<file path="src/rtl/ddr5_dfi_phy_responder_if.sv">
// DFI bundle between a DDR5 controller and the PHY-side responder.
// Carries the command/address channel, write and read data channels,
// PHY init status and the three training request/acknowledge pairs.
//   master : controller side (drives cmd/addr/wr data, training reqs, rd_ready)
//   slave  : PHY side (drives cmd/wr ready, rd data/valid, phy_up, training acks)
interface ddr5_dfi_phy_responder_if #(
  parameter int CMD_WIDTH  = 32,
  parameter int ADDR_WIDTH = 17,
  parameter int BANK_WIDTH = 3,
  parameter int DATA_BYTES = 8
);
  logic [ADDR_WIDTH-1:0]   dfi_ca_addr;
  logic [BANK_WIDTH-1:0]   dfi_ca_bank;
  logic [CMD_WIDTH-1:0]    dfi_cmd;
  logic                    dfi_cmd_valid;
  logic                    dfi_cmd_ready;
  logic [DATA_BYTES*8-1:0] dfi_wr_data;
  logic                    dfi_wr_valid;
  logic                    dfi_wr_ready;
  logic [DATA_BYTES*8-1:0] dfi_rd_data;
  logic                    dfi_rd_valid;
  logic                    dfi_rd_ready;
  logic                    dfi_phy_up;
  logic                    dfi_lvl_req;
  logic                    dfi_lvl_ack;
  logic                    dfi_vref_req;
  logic                    dfi_vref_ack;
  logic                    dfi_gate_req;
  logic                    dfi_gate_ack;

  modport master (
    output dfi_ca_addr, dfi_ca_bank, dfi_cmd, dfi_cmd_valid, dfi_wr_data, dfi_wr_valid,
           dfi_rd_ready, dfi_lvl_req, dfi_vref_req, dfi_gate_req,
    input  dfi_cmd_ready, dfi_wr_ready, dfi_rd_data, dfi_rd_valid, dfi_phy_up,
           dfi_lvl_ack, dfi_vref_ack, dfi_gate_ack
  );

  modport slave (
    input  dfi_ca_addr, dfi_ca_bank, dfi_cmd, dfi_cmd_valid, dfi_wr_data, dfi_wr_valid,
           dfi_rd_ready, dfi_lvl_req, dfi_vref_req, dfi_gate_req,
    output dfi_cmd_ready, dfi_wr_ready, dfi_rd_data, dfi_rd_valid, dfi_phy_up,
           dfi_lvl_ack, dfi_vref_ack, dfi_gate_ack
  );
endinterface

</file>
<file path="src/rtl/ddr5_dfi_phy_responder.sv">
// PHY-side DFI endpoint for benches and PHY-less FPGA bring-up.
// Sequences power-up, acknowledges write-leveling / Vref / gate training,
// tracks open banks, stores write data in a small array and returns read
// data after RD_LAT cycles through a credit-limited queue.
// Ports:
//   clk, rst_n : clock, synchronous active-low reset
//   dfi        : DFI bundle, slave (PHY) modport
//   err_flags  : sticky errors [0] RD/WR to closed bank, [1] ACT to open bank,
//                [2] WR without write data, [3] dropped/early/unknown command
module ddr5_dfi_phy_responder #(
  parameter int CMD_WIDTH    = 32,
  parameter int ADDR_WIDTH   = 17,
  parameter int BANK_WIDTH   = 3,
  parameter int DATA_BYTES   = 8,
  parameter int INIT_CYCLES  = 64,
  parameter int TRAIN_CYCLES = 16,
  parameter int RD_LAT       = 8,
  parameter int RD_QDEPTH    = 8,
  parameter int MEM_WORDS    = 16
) (
  input  logic                      clk,
  input  logic                      rst_n,
  ddr5_dfi_phy_responder_if.slave   dfi,
  output logic [3:0]                err_flags
);
  localparam int DW     = DATA_BYTES*8;
  localparam int MEM_AW = $clog2(MEM_WORDS);
  localparam int NBANK  = 1 << BANK_WIDTH;
  localparam int QAW    = (RD_QDEPTH > 1) ? $clog2(RD_QDEPTH) : 1;
  localparam int OW     = $clog2(RD_QDEPTH) + 1;
  localparam int ICW    = $clog2(INIT_CYCLES + 1);
  localparam int TCW    = $clog2(TRAIN_CYCLES + 1);

  localparam logic [CMD_WIDTH-1:0] CMD_ACT = CMD_WIDTH'(1);
  localparam logic [CMD_WIDTH-1:0] CMD_RD  = CMD_WIDTH'(2);
  localparam logic [CMD_WIDTH-1:0] CMD_WR  = CMD_WIDTH'(3);
  localparam logic [CMD_WIDTH-1:0] CMD_PRE = CMD_WIDTH'(4);
  localparam logic [CMD_WIDTH-1:0] CMD_REF = CMD_WIDTH'(5);

  // ---------------- init sequencer ----------------
  typedef enum logic [1:0] {S_RST, S_INIT, S_UP} init_st_e;
  init_st_e       init_st_q, init_st_d;
  logic [ICW-1:0] init_cnt_q, init_cnt_d;
  logic           phy_up;

  always_comb begin
    init_st_d  = init_st_q;
    init_cnt_d = init_cnt_q;
    case (init_st_q)
      S_RST:   begin init_st_d = S_INIT; init_cnt_d = ICW'(INIT_CYCLES - 1); end
      S_INIT:  if (init_cnt_q == '0) init_st_d = S_UP;
               else init_cnt_d = init_cnt_q - 1'b1;
      default: ;
    endcase
  end

  always_ff @(posedge clk) begin
    if (!rst_n) begin
      init_st_q  <= S_RST;
      init_cnt_q <= '0;
    end else begin
      init_st_q  <= init_st_d;
      init_cnt_q <= init_cnt_d;
    end
  end

  assign phy_up = (init_st_q == S_UP);

  // ---------------- trainer ----------------
  // Bit order everywhere: [0] lvl, [1] vref, [2] gate (also the priority).
  typedef enum logic [1:0] {T_IDLE, T_BUSY, T_ACK} trn_st_e;
  trn_st_e        trn_st_q, trn_st_d;
  logic [TCW-1:0] trn_cnt_q, trn_cnt_d;
  logic [2:0]     sel_q, sel_d, done_q, done_d, ack_q, ack_d, pend;

  assign pend = {dfi.dfi_gate_req, dfi.dfi_vref_req, dfi.dfi_lvl_req} & ~done_q;

  always_comb begin
    trn_st_d  = trn_st_q;
    trn_cnt_d = trn_cnt_q;
    sel_d     = sel_q;
    done_d    = done_q;
    ack_d     = '0;
    case (trn_st_q)
      T_IDLE: if (phy_up && (pend != '0)) begin
        sel_d     = pend[0] ? 3'b001 : (pend[1] ? 3'b010 : 3'b100);
        trn_cnt_d = TCW'(TRAIN_CYCLES - 1);
        trn_st_d  = T_BUSY;
      end
      T_BUSY: if (trn_cnt_q == '0) trn_st_d = T_ACK;
              else trn_cnt_d = trn_cnt_q - 1'b1;
      // ack is registered, so it shows on the edge leaving T_ACK; done is set
      // on the same edge so a request still held that cycle cannot retrigger.
      T_ACK: begin
        ack_d    = sel_q;
        done_d   = done_q | sel_q;
        trn_st_d = T_IDLE;
      end
      default: trn_st_d = T_IDLE;
    endcase
  end

  always_ff @(posedge clk) begin
    if (!rst_n) begin
      trn_st_q  <= T_IDLE;
      trn_cnt_q <= '0;
      sel_q     <= '0;
      done_q    <= '0;
      ack_q     <= '0;
    end else begin
      trn_st_q  <= trn_st_d;
      trn_cnt_q <= trn_cnt_d;
      sel_q     <= sel_d;
      done_q    <= done_d;
      ack_q     <= ack_d;
    end
  end

  // ---------------- command decode ----------------
  logic [OW-1:0]           outst_q, outst_d;
  logic                    cmd_ready, acc, known, pop;
  logic                    is_act, is_rd, is_wr, is_pre, is_ref;
  logic [MEM_AW-1:0]       idx;
  logic [NBANK-1:0]        open_q, open_d;
  logic [NBANK-1:0][ADDR_WIDTH-1:0] open_row_q;
  logic [3:0]              err_q, err_d;
  logic [MEM_WORDS-1:0][DW-1:0] mem_q;

  assign cmd_ready = phy_up && (outst_q < OW'(RD_QDEPTH));
  assign acc       = dfi.dfi_cmd_valid && cmd_ready;
  assign is_act    = acc && (dfi.dfi_cmd == CMD_ACT);
  assign is_rd     = acc && (dfi.dfi_cmd == CMD_RD);
  assign is_wr     = acc && (dfi.dfi_cmd == CMD_WR);
  assign is_pre    = acc && (dfi.dfi_cmd == CMD_PRE);
  assign is_ref    = acc && (dfi.dfi_cmd == CMD_REF);
  assign known     = is_act || is_rd || is_wr || is_pre || is_ref;
  assign idx       = dfi.dfi_ca_addr[MEM_AW-1:0] ^ MEM_AW'(dfi.dfi_ca_bank);

  always_comb begin
    open_d = open_q;
    err_d  = err_q;
    if (is_act) begin
      open_d[dfi.dfi_ca_bank] = 1'b1;
      if (open_q[dfi.dfi_ca_bank]) err_d[1] = 1'b1;
    end
    if (is_pre) open_d[dfi.dfi_ca_bank] = 1'b0;
    if (is_ref) open_d = '0;
    if ((is_rd || is_wr) && !open_q[dfi.dfi_ca_bank]) err_d[0] = 1'b1;
    if (is_wr && !dfi.dfi_wr_valid) err_d[2] = 1'b1;
    // valid with ready low covers both "before phy_up" and "no credit"
    if ((dfi.dfi_cmd_valid && !cmd_ready) || (acc && !known)) err_d[3] = 1'b1;
  end

  always_comb begin
    outst_d = outst_q;
    case ({is_rd, pop})
      2'b10:   outst_d = outst_q + 1'b1;
      2'b01:   outst_d = outst_q - 1'b1;
      default: ;
    endcase
  end

  always_ff @(posedge clk) begin
    if (!rst_n) begin
      open_q     <= '0;
      open_row_q <= '0;
      err_q      <= '0;
      outst_q    <= '0;
      mem_q      <= '0;
    end else begin
      open_q  <= open_d;
      err_q   <= err_d;
      outst_q <= outst_d;
      if (is_act) open_row_q[dfi.dfi_ca_bank] <= dfi.dfi_ca_addr;
      if (is_wr && dfi.dfi_wr_valid) mem_q[idx] <= dfi.dfi_wr_data;
    end
  end

  // ---------------- read latency pipe + output queue ----------------
  logic [RD_LAT-1:0]         vld_pipe_q;
  logic [RD_LAT:0]           vld_in;
  logic [RD_LAT-1:0][DW-1:0] dat_pipe_q;
  logic [RD_LAT:0][DW-1:0]   dat_in;
  logic [RD_QDEPTH-1:0][DW-1:0] q_mem_q;
  logic [QAW-1:0]            wptr_q, rptr_q;
  logic [OW-1:0]             qcnt_q;
  logic                      push, rd_valid;

  assign vld_in   = {vld_pipe_q, is_rd};
  assign dat_in   = {dat_pipe_q, mem_q[idx]};
  assign push     = vld_pipe_q[RD_LAT-1];
  assign rd_valid = (qcnt_q != '0);
  assign pop      = rd_valid && dfi.dfi_rd_ready;

  always_ff @(posedge clk) begin
    if (!rst_n) begin
      vld_pipe_q <= '0;
      wptr_q     <= '0;
      rptr_q     <= '0;
      qcnt_q     <= '0;
    end else begin
      vld_pipe_q <= vld_in[RD_LAT-1:0];
      if (push) wptr_q <= wptr_q + 1'b1;
      if (pop)  rptr_q <= rptr_q + 1'b1;
      case ({push, pop})
        2'b10:   qcnt_q <= qcnt_q + 1'b1;
        2'b01:   qcnt_q <= qcnt_q - 1'b1;
        default: ;
      endcase
    end
  end

  // Data storage needs no reset: valid bits gate everything downstream.
  always_ff @(posedge clk) begin
    dat_pipe_q <= dat_in[RD_LAT-1:0];
    if (push) q_mem_q[wptr_q] <= dat_pipe_q[RD_LAT-1];
  end

  // ---------------- outputs ----------------
  assign dfi.dfi_cmd_ready = cmd_ready;
  assign dfi.dfi_wr_ready  = cmd_ready;
  assign dfi.dfi_rd_valid  = rd_valid;
  assign dfi.dfi_rd_data   = rd_valid ? q_mem_q[rptr_q] : '0;
  assign dfi.dfi_phy_up    = phy_up;
  assign dfi.dfi_lvl_ack   = ack_q[0];
  assign dfi.dfi_vref_ack  = ack_q[1];
  assign dfi.dfi_gate_ack  = ack_q[2];
  assign err_flags         = err_q;
endmodule
</file>
<file path="src/flat_wrapper.sv">
// flat-port wrapper written by rule: the top's interface ports become plain ports
module ddr5_dfi_phy_responder_flat 
#(
  parameter int CMD_WIDTH    = 32,
  parameter int ADDR_WIDTH   = 17,
  parameter int BANK_WIDTH   = 3,
  parameter int DATA_BYTES   = 8,
  parameter int INIT_CYCLES  = 64,
  parameter int TRAIN_CYCLES = 16,
  parameter int RD_LAT       = 8,
  parameter int RD_QDEPTH    = 8,
  parameter int MEM_WORDS    = 16
)
  (clk, rst_n, err_flags, dfi_dfi_ca_addr, dfi_dfi_ca_bank, dfi_dfi_cmd, dfi_dfi_cmd_valid, dfi_dfi_wr_data, dfi_dfi_wr_valid, dfi_dfi_rd_ready, dfi_dfi_lvl_req, dfi_dfi_vref_req, dfi_dfi_gate_req, dfi_dfi_cmd_ready, dfi_dfi_wr_ready, dfi_dfi_rd_data, dfi_dfi_rd_valid, dfi_dfi_phy_up, dfi_dfi_lvl_ack, dfi_dfi_vref_ack, dfi_dfi_gate_ack);
  ddr5_dfi_phy_responder_if #(.CMD_WIDTH(CMD_WIDTH), .ADDR_WIDTH(ADDR_WIDTH), .BANK_WIDTH(BANK_WIDTH), .DATA_BYTES(DATA_BYTES)) dfi_i ();
  input  logic clk;
  input  logic rst_n;
  output logic [3:0] err_flags;
  input wire logic [$bits(dfi_i.dfi_ca_addr)-1:0] dfi_dfi_ca_addr;
  input wire logic [$bits(dfi_i.dfi_ca_bank)-1:0] dfi_dfi_ca_bank;
  input wire logic [$bits(dfi_i.dfi_cmd)-1:0] dfi_dfi_cmd;
  input wire logic [$bits(dfi_i.dfi_cmd_valid)-1:0] dfi_dfi_cmd_valid;
  input wire logic [$bits(dfi_i.dfi_wr_data)-1:0] dfi_dfi_wr_data;
  input wire logic [$bits(dfi_i.dfi_wr_valid)-1:0] dfi_dfi_wr_valid;
  input wire logic [$bits(dfi_i.dfi_rd_ready)-1:0] dfi_dfi_rd_ready;
  input wire logic [$bits(dfi_i.dfi_lvl_req)-1:0] dfi_dfi_lvl_req;
  input wire logic [$bits(dfi_i.dfi_vref_req)-1:0] dfi_dfi_vref_req;
  input wire logic [$bits(dfi_i.dfi_gate_req)-1:0] dfi_dfi_gate_req;
  output wire logic [$bits(dfi_i.dfi_cmd_ready)-1:0] dfi_dfi_cmd_ready;
  output wire logic [$bits(dfi_i.dfi_wr_ready)-1:0] dfi_dfi_wr_ready;
  output wire logic [$bits(dfi_i.dfi_rd_data)-1:0] dfi_dfi_rd_data;
  output wire logic [$bits(dfi_i.dfi_rd_valid)-1:0] dfi_dfi_rd_valid;
  output wire logic [$bits(dfi_i.dfi_phy_up)-1:0] dfi_dfi_phy_up;
  output wire logic [$bits(dfi_i.dfi_lvl_ack)-1:0] dfi_dfi_lvl_ack;
  output wire logic [$bits(dfi_i.dfi_vref_ack)-1:0] dfi_dfi_vref_ack;
  output wire logic [$bits(dfi_i.dfi_gate_ack)-1:0] dfi_dfi_gate_ack;
  assign dfi_i.dfi_ca_addr = dfi_dfi_ca_addr;
  assign dfi_i.dfi_ca_bank = dfi_dfi_ca_bank;
  assign dfi_i.dfi_cmd = dfi_dfi_cmd;
  assign dfi_i.dfi_cmd_valid = dfi_dfi_cmd_valid;
  assign dfi_i.dfi_wr_data = dfi_dfi_wr_data;
  assign dfi_i.dfi_wr_valid = dfi_dfi_wr_valid;
  assign dfi_i.dfi_rd_ready = dfi_dfi_rd_ready;
  assign dfi_i.dfi_lvl_req = dfi_dfi_lvl_req;
  assign dfi_i.dfi_vref_req = dfi_dfi_vref_req;
  assign dfi_i.dfi_gate_req = dfi_dfi_gate_req;
  assign dfi_dfi_cmd_ready = dfi_i.dfi_cmd_ready;
  assign dfi_dfi_wr_ready = dfi_i.dfi_wr_ready;
  assign dfi_dfi_rd_data = dfi_i.dfi_rd_data;
  assign dfi_dfi_rd_valid = dfi_i.dfi_rd_valid;
  assign dfi_dfi_phy_up = dfi_i.dfi_phy_up;
  assign dfi_dfi_lvl_ack = dfi_i.dfi_lvl_ack;
  assign dfi_dfi_vref_ack = dfi_i.dfi_vref_ack;
  assign dfi_dfi_gate_ack = dfi_i.dfi_gate_ack;
  ddr5_dfi_phy_responder #(.CMD_WIDTH(CMD_WIDTH), .ADDR_WIDTH(ADDR_WIDTH), .BANK_WIDTH(BANK_WIDTH), .DATA_BYTES(DATA_BYTES), .INIT_CYCLES(INIT_CYCLES), .TRAIN_CYCLES(TRAIN_CYCLES), .RD_LAT(RD_LAT), .RD_QDEPTH(RD_QDEPTH), .MEM_WORDS(MEM_WORDS)) u_core (.clk(clk), .rst_n(rst_n), .dfi(dfi_i), .err_flags(err_flags));
endmodule
</file>
<file path="config.mk">
export PLATFORM = sky130hd
export DESIGN_NAME = ddr5_dfi_phy_responder_flat
export DESIGN_NICKNAME = d
export VERILOG_FILES = /design/src/rtl/ddr5_dfi_phy_responder_if.sv /design/src/rtl/ddr5_dfi_phy_responder.sv /design/src/flat_wrapper.sv
export SDC_FILE = /design/constraint.sdc
export NUM_CORES = 2
export LEC_CHECK = 0
export CORE_UTILIZATION = 47
export DETAILED_ROUTE_END_ITERATION = 16
export PLACE_DENSITY = 0.66
export SYNTH_ARGS = -nofsm -noshare
export SYNTH_HDL_FRONTEND = slang
export SYNTH_SLANG_ARGS = --single-unit
</file>
<file path="constraint.sdc">
create_clock -name clk -period 14.12 [get_ports clk]
set_input_delay 2.118 -clock clk [delete_from_list [all_inputs] [get_ports clk]]
set_output_delay 2.118 -clock clk [all_outputs]
set_load 0.01 [all_outputs]
</file>
# Word level (Yosys, flattened, before mapping)
# Cells that the tools add are included.
# word_totals
regBits	2107
word_cells	167
# classes
n_addsub	8
order_cmp	8
n_eq_ne	18
n_mux	31
bitwise	8
reduce_logical	45
# ops
cell	count
$bwmux 1024	1
$bwmux 512	1
$mux 64	5
$bmux 64 s4	1
$demux 64 s4	1
$bmux 64 s3	1
$demux 64 s3	1
$eq 32x2->1 const B	2
$eq 32x3->1 const B	2
$eq 32x1->1 const B	1
$logic_and 1x1->1	17
$mux 8	2
$pmux 4 s2	2
$pmux 7 s2	1
$lt 3x4->1 const B	3
$reduce_and 2->1	6
$mux 5	2
$pmux 5 s2	1
$add 4x1->4 const B	2
$and 8x8->8	1
$eq 2x1->1 const B	4
$eq 2x2->1 const B	4
$not 8->8	1
$or 8x8->8	1
32 further kinds	55

# Depth between registers and ports, before layout
# logic_depth
depth_word	11
ltp_mapped	13
ltp_nobuf	11

# Least setup slack after synthesis
# OpenSTA, ideal clock, no wires.
# synth_path
path_kind	register -> register
from	reg u_core.vld_pipe_q[7]
to	reg u_core.q_mem_q[0] (netlist name), enable pin
t_arrival_ns	4.891
t_required_ns	13.555
setup_slack_ns	8.665
path_stages_with_launch	3
n_path_buf	0
period_less_slack_ns	5.455
path_cell_list	dfxtp_1 nand2b_1 nor3_1
# synth_lines
element	line_no	source
start, declared	ddr5_dfi_phy_responder.sv:180	logic [RD_LAT-1:0] vld_pipe_q;
start signal, assigned	ddr5_dfi_phy_responder.sv:202	vld_pipe_q <= vld_in[RD_LAT-1:0];
end signal, assigned by index	ddr5_dfi_phy_responder.sv:216	if (push) q_mem_q[wptr_q] <= dat_pipe_q[RD_LAT-1];
end, declared	ddr5_dfi_phy_responder.sv:184	logic [RD_QDEPTH-1:0][DW-1:0] q_mem_q;

# Worst setup path after layout
# layout_path
from	reg u_core.rptr_q[0]
to	out dfi_dfi_rd_data[23]
# layout_via
elab_chain_len	3
# layout_lines
element	line_no	source
start, declared	ddr5_dfi_phy_responder.sv:185	logic [QAW-1:0] wptr_q, rptr_q;
start signal, assigned	ddr5_dfi_phy_responder.sv:204	if (pop) rptr_q <= rptr_q + 1'b1;
$bmux 64 s3	ddr5_dfi_phy_responder.sv:223	assign dfi.dfi_rd_data = rd_valid ? q_mem_q[rptr_q] : '0;
$mux 64 (not written as such)	ddr5_dfi_phy_responder.sv:223	
$mux 64	ddr5_dfi_phy_responder.sv:223	
end, declared	flat_wrapper.sv:31	output wire logic [$bits(dfi_i.dfi_rd_data)-1:0] dfi_dfi_rd_data;
# No other way between the ends. The select of a mux whose other input is x is not followed.

==> impl_metrics.tcl <==
set metrics [dict create \
    run_status "finished, final reports clean" \
    htree_num_levels 4 \
    routed_wl_mm 184 \
    period_needed_ns 6.46 \
    critical_path_s_slowest_cell "sky130_fd_sc_hd__buf_4" \
    number_of_fill_cells_in_the_layout 13200 \
    synthToLayoutAreaGrowth_pct 13.3 \
    yosys.cell_types.count 56 \
    io-pin-count 199 \
    drcViolationCount 0 \
    worst_ir_drop_vdd_uv 107 \
    grt_antenna_before_repair 32 \
    port_buffers 185 \
    ys_seq_elements 2107 \
    row_count 147 \
    grt_pass1_vias 46400 \
    grt.total_usage_pct 22.3 \
    viasPerCell 5.49 \
    cp_max_fo 43 \
    cts-hold-fix-buffers 0 \
    post_cts_resized 0 \
    netlist_instances 6135 \
    final_layout_size_suffix_gt1_share_pct 13.2 \
    post-cts-setup-buffers 0 \
    required_ns 12.00 \
    min_period_over_period_pct 45.8 \
    worst_pin_slew_ns 1.27 \
    detail_route.first_pass.iterations 5 \
    yosysWarningCount 0 \
    synth-edff-count 512 \
    hold_path_class "flop to flop" \
    setup.worst_path.class "flop to output port" \
    gp_routability_congestion 0.769 \
    setup_tns_ns 0 \
    core_area_mm2 0.161 \
    overall_via_count_from_detail_route 46400 \
    worstPathCellList "buf_4 > buf_4 > mux4_2 > mux2i_1 > nor2_1 > clkdlybuf4s50_1" \
    placedCellCount 8079 \
    power-per-cell-area_mw_per_mm2 140 \
    type_of_destination_of_the_critical_path "output port" \
    utilization_pct 53.6 \
    worst-r2r-cell-count 7 \
    postSynthNetCount 6271 \
    initial_utilization_pct 47.3 \
    cpMostUsedCell "sky130_fd_sc_hd__buf_4" \
    synthFlopType "sky130_fd_sc_hd__dfxtp_1" \
    seqCellArea_mm2 0.0473 \
    achievable-frequency_mhz 155 \
    synth_area_per_cell_um2 12.4 \
    nets 6260 \
    worst_slew_margin_rel_pct 15.2 \
    finClkSkew_ns 0.0274 \
    tritoncts "done" \
    grt-ovfl-total 0 \
    dpl.hpwl_mm 98.4 \
    clock_pin_transition_on_the_worst_setup_and_hold_timing_paths_ns 0.06 \
    route.antenna.remaining_nets 0 \
    cp_startpoint_kind "flop" \
    grt_setup_unrepaired "false" \
    timing.critical_path.arrival_ns 4.35 \
    report.final.hold_viol_count 0 \
    layout_common_cells "sky130_fd_sc_hd__nand2_1 (1616), sky130_fd_sc_hd__dfxtp_1 (1592), sky130_fd_sc_hd__mux2i_1 (645), sky130_fd_sc_hd__edfxtp_1 (512), sky130_fd_sc_hd__a21oi_1 (462)" \
    syn_area_mm2 0.0760 \
    mostFrequentLayoutCell "sky130_fd_sc_hd__nand2_1" \
    pin_count_of_the_biggest_net_entering_global_routing 209 \
    cts.root.buffer_cell "sky130_fd_sc_hd__clkbuf_16" \
    slowest_cell_delay_on_critical_path_ns 0.76 \
    clock_path_buffers 3 \
    cts_buffers 203 \
    multi_input_area_mm2 0.0266 \
    instances_no_fill 8466 \
    grt_first_pass_wirelength_mm 280 \
    cts.sinks 2107 \
    finalSetupViolCount 0 \
    fp.dieArea_mm2 0.163 \
    share_of_the_yosys_chip_area_belonging_to_registers_pct 62.2 \
    worst_skew_pair.late_latency_ns 0.82 \
    hold_path_depth 0 \
    total_leakage_power_nw 30.9 \
    asyncSetResetFlopFracSynth_pct 0 \
    die_x_um 404 \
    max_cap_viol_count 0 \
    die_h_um 404 \
    detail_route.iter0.violations 4050 \
    route.detailed.wl_per_inst_um 21.7 \
    timing_max_transition_violations_final 0 \
]
## power breakdown
| part | internal [mW] | total [mW] | switching [mW] |
|---|---|---|---|
| clock | 3.27 | 5.55 | 2.28 |
| combinational | 0.111 | 0.350 | 0.238 |
| sequential | 6.15 | 6.15 | 0.00374 |
## worst max-delay path, delay by kind of cell, from the launching register on
kind | cells | cell delay [ns]
multiplexers | 2 | 0.88
AND/OR/NAND/NOR | 1 | 0.08
flip-flops | 1 | 0.63
buffers and inverters | 3 | 1.86
## metrics by stage
| stage | worst slack (ns) | power [mW] | area (um^2) | hold WS [ns] |
|---|---|---|---|---|
| floorplan | 8.66 | 6.52 | 76000 | 0.310 |
| global placement | 7.46 | 6.63 | 79100 | 0.309 |
| detailed placement | 7.48 | 6.63 | 79100 | 0.312 |
| CTS | 7.43 | 12.1 | 86100 | 0.310 |
| global route | 7.30 | 12.4 | 86100 | 0.319 |
| finish | 7.66 | 12.0 | 86100 | 0.311 |
## sequential cells by signal, indices dropped and copies added, names as in the netlist, 4 cells and up
| register | cells |
|---|---|
| u_core.qcnt_q | 4 |
| u_core.trn_cnt_q | 5 |
| u_core.q_mem_q | 512 |
| u_core.mem_q | 1024 |
| u_core.err_flags | 4 |
| u_core.init_cnt_q | 7 |
| u_core.dat_in | 512 |
| u_core.open_q | 8 |
| u_core.vld_pipe_q | 8 |
| u_core.outst_q | 4 |
## synthesized netlist by cell type, drive strengths merged (7+ instances only)
library cell / instances / area (um^2)
a21oi: 462 / 2310
nand3: 9 / 60.1
buf: 214 / 1230
mux4: 384 / 8650
nand2b: 8 / 50.1
ha: 11 / 138
dfxtp: 1595 / 31900
inv: 14 / 52.6
xor2: 11 / 111
nor4: 17 / 226
nor2: 100 / 375
o21ai: 26 / 130
edfxtp: 512 / 15400
nor3: 12 / 65.1
nand2: 1618 / 6070
or3: 7 / 43.8
nor2b: 11 / 68.8
clkbuf: 263 / 987
or4: 11 / 82.6
and2: 13 / 81.3
xnor2: 8 / 70.1
mux2i: 645 / 6460
a22oi: 128 / 961
## layout make-up
type,count,area share (%)
repair buffers,261,2.88
multi-input cells,3537,30.9
clock buffers,309,7.16
clock inverters,68,0.941
inverters,14,0.0697
diodes,10,0.0290
flip-flops and latches,2107,54.9
well taps,2160,3.14
## worst paths after layout
path	startpoint	end	slack, ns
worst max-delay path	u_core.rptr_q[0]	dfi_dfi_rd_data[23]	7.66
worst min-delay path	u_core.dat_in[235]	u_core.dat_in[299]	0.31
worst min register to register	u_core.dat_in[235]	u_core.dat_in[299]	0.31
worst max register to register	u_core.init_st_q[1]	u_core.mem_q[1]	10.24
## cell families (layout without fill, tap and decap cells)
group / Yosys count / after routing / synth area share, %
compound gates: 642 / 642 / 4.74
xor+xnor: 19 / 19 / 0.239
fa+ha+maj: 12 / 12 / 0.207
buf+inv: 491 / 652 / 2.98
flops: 2107 / 2107 / 62.2
mux: 1030 / 1030 / 19.9
other cells: 0 / 10 / 0
simple gates: 1834 / 1834 / 9.70
## layer usage
layer	track usage, %	routed length (um)
met1	29.7	78500
met2	37.0	88900
met3	3.98	11600
met4	7.21	4500
met5	0	149
(Power assumes the default switching activity.)
